--- src/rtl/riscv_core.svh ---
// rtl/riscv_core.svh - core-wide sizing macros shared by the rename/retire blocks
`ifndef RISCV_CORE_SVH
`define RISCV_CORE_SVH

`define NUM_PR 64

`endif

--- src/rtl/free_return_arb_pkg.sv ---
// rtl/free_return_arb_pkg.sv - shared types and defaults for the free-register return path
`include "riscv_core.svh"

package free_return_arb_pkg;

    // Default depth of the retire-to-free-list return queue.
    localparam int RET_Q_DEPTH = 8;

    // Physical register index width and type.
    localparam int PREG_W = $clog2(`NUM_PR);
    typedef logic [PREG_W-1:0] preg_t;

endpackage

--- src/rtl/free_return_arb.sv ---
// rtl/free_return_arb.sv - funnels up to two retired physical registers per cycle onto the single free-list write port
module free_return_arb
    import free_return_arb_pkg::*;
#(
    parameter int RQ_DEPTH = RET_Q_DEPTH
) (
    input  logic                      clk,
    input  logic                      reset,
    input  logic                      ret_valid [2],
    input  preg_t                     ret_reg   [2],
    input  logic                      fl_ready,
    output logic                      if_freed,
    output preg_t                     freed_reg,
    output logic                      ret_stall,
    output logic [$clog2(RQ_DEPTH):0] rq_count,
    output logic                      idle
);

    localparam int PW = $clog2(RQ_DEPTH);
    localparam int CW = PW + 1;

    typedef logic [PW-1:0] ptr_t;

    // Queue storage is never reset; entries are only read while occupied.
    preg_t         rq_mem [RQ_DEPTH];
    ptr_t          head;
    ptr_t          tail;

    logic          push0;
    logic          push1;
    logic          pop;
    ptr_t          slot1;
    logic [CW-1:0] n_push;

    // Outputs and push/pop decisions, all from registered state and current inputs.
    always_comb begin
        if_freed  = (rq_count != '0);
        freed_reg = if_freed ? rq_mem[head] : '0;
        // Two free slots are needed to accept a worst-case dual retire.
        ret_stall = (rq_count > CW'(RQ_DEPTH - 2));
        idle      = (rq_count == '0);

        push0     = !ret_stall && ret_valid[0];
        push1     = !ret_stall && ret_valid[1];
        // Lane1 follows lane0 when both push, otherwise it takes the tail slot itself.
        slot1     = push0 ? (tail + ptr_t'(1)) : tail;
        n_push    = CW'(push0) + CW'(push1);
        pop       = if_freed && fl_ready;
    end

    // Pointer and occupancy state; pointers wrap by natural overflow.
    always_ff @(posedge clk or negedge reset) begin
        if (!reset) begin
            head     <= '0;
            tail     <= '0;
            rq_count <= '0;
        end else begin
            if (pop) begin
                head <= head + ptr_t'(1);
            end
            tail     <= tail + ptr_t'(n_push);
            rq_count <= rq_count + n_push - CW'(pop);
        end
    end

    // Entry writes for the accepted lanes.
    always_ff @(posedge clk) begin
        if (push0) begin
            rq_mem[tail] <= ret_reg[0];
        end
        if (push1) begin
            rq_mem[slot1] <= ret_reg[1];
        end
    end

endmodule

--- config.mk ---
export PLATFORM = sky130hd
export DESIGN_NAME = free_return_arb
export DESIGN_NICKNAME = d
export VERILOG_FILES = /design/src/rtl/free_return_arb_pkg.sv /design/src/rtl/free_return_arb.sv
export VERILOG_INCLUDE_DIRS = /design/src /design/src/rtl
export SDC_FILE = /design/constraint.sdc
export NUM_CORES = 1
export LEC_CHECK = 0
export CAP_MARGIN = 5
export CORE_ASPECT_RATIO = 1.4
export CORE_MARGIN = 10
export CORE_UTILIZATION = 62
export DETAILED_ROUTE_END_ITERATION = 6
export PLACE_DENSITY = 0.82
export SKIP_LAST_GASP = 1
export SLEW_MARGIN = 15
export SYNTH_ARGS = -nofsm -noshare
export SYNTH_HDL_FRONTEND = slang
export SYNTH_SLANG_ARGS = --single-unit
--- constraint.sdc ---
create_clock -name clk -period 5.81 [get_ports clk]
set_clock_uncertainty 0.1 [all_clocks]
set_input_delay 1.162 -clock clk [delete_from_list [all_inputs] [get_ports clk]]
set_output_delay 1.162 -clock clk [all_outputs]
set_load 0.02 [all_outputs]
==> results.md <==
- Final Instance Count excl. Fillers: 337
- Final WL: 7530 um
- Post-Syn Area: 3430 um2
- Pre-antenna DRT Iters: 5
- Worst hold path class: register to register
- Gate power share: 46.3%
- Multi-input logic area: around 1600 um2
- Cell Int Power: 1270 uW
- Core Box Area: 5450 um2
- Met1 wire length: a little under 3000 um
- FF/Latch Area: 1690 um2
- Die height: 108 um
- Clk_lat worst skew: 330 ps
- Clock Pin Slew Worst Setup and Hold Paths: 70 ps
- Leak: 0.00142 uW
- PostCTS Resize Cnt: 0
- Reg power frac: 35.1%
- CTS root buffer: clkbuf_8
- # IOs: 30
- Num CTS Buffers: 9
- Gr ovfl total: 0
- GRT Overall Usage: between 15 and 20%
- CTS tree: yes
- Total number of yosys warnings: 0
- Initial antenna violation count: 0
- Dpl cells: 321
- Switching share of power: 38.1%
- Setup TNS: 0 ps
- Final Util: 72.9%
- CP bufs+invs: 1
- Post-synthesis sequential area ratio: 49.3%
- Delay-heaviest family, CP: flip-flops
- RSZ-0062 raised after global routing: no
- Highest ir drop seen on vdd: roughly 0.35 mV
- Post-Syn Instances: 233
- Final setup violation count: 0
- Count of final hold-check violations: 0
- Setup slack after layout: 1880 ps
- Avg Cell Area, Syn: roughly 15 um2
- Via count: 2078
- Slowest cell delay on critical path: 890 ps
- Critical path cell sequence: mux4_2, mux2i_1, nor2_1, clkdlybuf4s50_1
- CTS max path bufs: 2
- # hold bufs at CTS: 0
- Net load switching power: ~800 uW
- First-pass GRT wire length: between 10000 and 15000 um
- Max-Cap Viols: 0
- #FFs+latches synth: 58
- Design Power: 2060 uW
- Largest net degree at the start of global routing: 16
- Num rows: 32
- Initial Util: 63.0%
- Worst Setup Start Kind: register
- Leading register cell type out of synthesis: edfxtp_1
- Worst Path Max Fanout: 14
- Top sig layer: met4
- Number of global-route vias before repair: ~2300
- Critical path capture point type: primary output
- FFs w/ async S/R, synth: 17.2%
- Nets: 294
- EDFF count, synth: 48
- Final slew viol count: 0
- Routability Congestion: 0.791
- Fmax: approximately 250 MHz
- Slowest CP cell: dfrtp_1
- Yosys top cell by area: edfxtp_1
- Min cycle time layout: just under 4000 ps
- Fin crit share: 67.6%
- Most common cell in the netlist: edfxtp_1
- DRC viols: 0
- Antenna cell count: 0
- Layout cell share with drive strength beyond 1: 21.6%
- Synth top cells by count: edfxtp_1 (48), mux2_1 (36), inv_1 (16), mux2_2 (13), mux4_2 (12)
- Synth-to-layout area growth: 15.7%
- Syn_nets: 263
- Cell variety after synth: 37
- Die span in x: 82.9 um
- Clock power share: between 10% and 20%
- CP Class: register to primary output
- Die area: 8950 um2
- PwrDens: a little over 500 nW/um2
- Rel. slew slack: 37.7%
- Met2 WL post-DR: 4140 um
- Synth top area share: 42.0%
- Tightest Pin Transition: 925 ps
- ANT nets after route: 0
- Sink Count: between 50 and 60
- Routed length on met3: 285 um
- Starting DRT DRC Count: roughly 210
- Top post-synthesis cells by area: edfxtp_1 (42%), mux2_1 (12%), mux4_2 (7.9%)
- DP Worst Slack: 1800 ps
- Postcts setup bufs: 0
- Wire length per cell: ~22 um
- Worst Path Arrival: 2670 ps
- Fillers: 386
- Port Buffer Count: 29
- Status: finished, final reports clean
- Drt via density: ~6
- WP data required: 4550 ps
- Htree depth: 3
- HPWL after detailed placement: between 5000 and 6000 um
==> worst reg2reg max path: stages (launching register included) <==
cell	delay [ps]
dfrtp_1	380
inv_1	70
ha_1	230
and3_1	290
nor3_1	460
ha_1	340
inv_1	80
ha_1	220
inv_1	50
ha_1	150
inv_1	60
fa_1	380
xnor2_1	130
==> logic make-up (layout without fill, tap and decap cells) <==
group / after synthesis / count (layout) / share of synthesized area [%]
multiplexers: 67 / 67 / 25.7
flip-flops: 58 / 58 / 49.3
AND/OR/NAND/NOR: 38 / 38 / 6.17
buffers and inverters: 26 / 62 / 3.17
AO/OA/AOI/OAI: 24 / 24 / 8.65
adder cells (fa/ha/maj): 13 / 13 / 5.18
XOR/XNOR: 7 / 7 / 1.79
==> worst paths after layout <==
path,start,end,slack (ps),cells after the start
max reg2reg,rq_count[3]$_DFF_PN0_,rq_count[2]$_DFF_PN0_,2760,12
max,head[0]$_DFFE_PN0P_,freed_reg[5],1880,4
max in group asynchronous,reset,rq_count[3]$_DFF_PN0_,4220,1
min in group asynchronous,reset,head[2]$_DFFE_PN0P_,1060,1
min reg2reg,rq_count[0]$_DFF_PN0_,rq_count[0]$_DFF_PN0_,520,1
min,rq_count[0]$_DFF_PN0_,rq_count[0]$_DFF_PN0_,520,1
==> metal layers <==
metal / GRT usage, % / up-vias
met1: 19.3 / 1045
met5: 0 / -
li1: - / 962
met3: 4.29 / 17
met2: 31.8 / 54
met4: 7.44 / 0
==> power by group through the flow <==
stage / Sequential, uW / Clock, uW / Combinational [uW]
after floorplan: 660 / 0 / 718
after global placement: 732 / 0 / 935
after detailed placement: 732 / 0 / 964
after CTS: 725 / 389 / 965
after global routing: 741 / 407 / 1050
final: 723 / 383 / 952
==> placed cells by master (no fill, tap or decap), types with 4 or more instances in the layout <==
master           count
a31oi_4              6
nand2_1              9
mux4_2              12
mux2i_1              6
or4_4                4
nor2_1              10
mux2_1              36
dfrtp_1             10
inv_1               16
a31o_2               4
clkbuf_8            12
xnor2_1              4
mux2_2              13
clkdlybuf4s50_1     29
ha_1                11
edfxtp_1            48
==> sequential cells by signal, summed over array words and instances, names as in the netlist <==
register,flops
tail,3
rq_mem,48
rq_count,4
head,3
==> per-stage QoR <==
| stage | hold slack [ps] | cell area, um2 |
|---|---|---|
| 2_1_floorplan | 405 | 3430 |
| 3_3_place_gp | 507 | 3760 |
| 3_5_place_dp | 510 | 3760 |
| 4_1_cts | 527 | 3970 |
| 5_1_grt | 552 | 3970 |
| 6_report | 518 | 3970 |
==> final cells by class <==
class / instances / share of cell area (%)
Clock buffer: 14 / 4.35
Clock inverter: 2 / 0.883
Inverter: 17 / 1.61
Multi-Input combinational cell: 149 / 41.1
Sequential cell: 58 / 42.6
Tap cell: 68 / 2.14
Timing Repair Buffer: 29 / 7.32
Note: power is estimated with default switching activity, not from simulation.
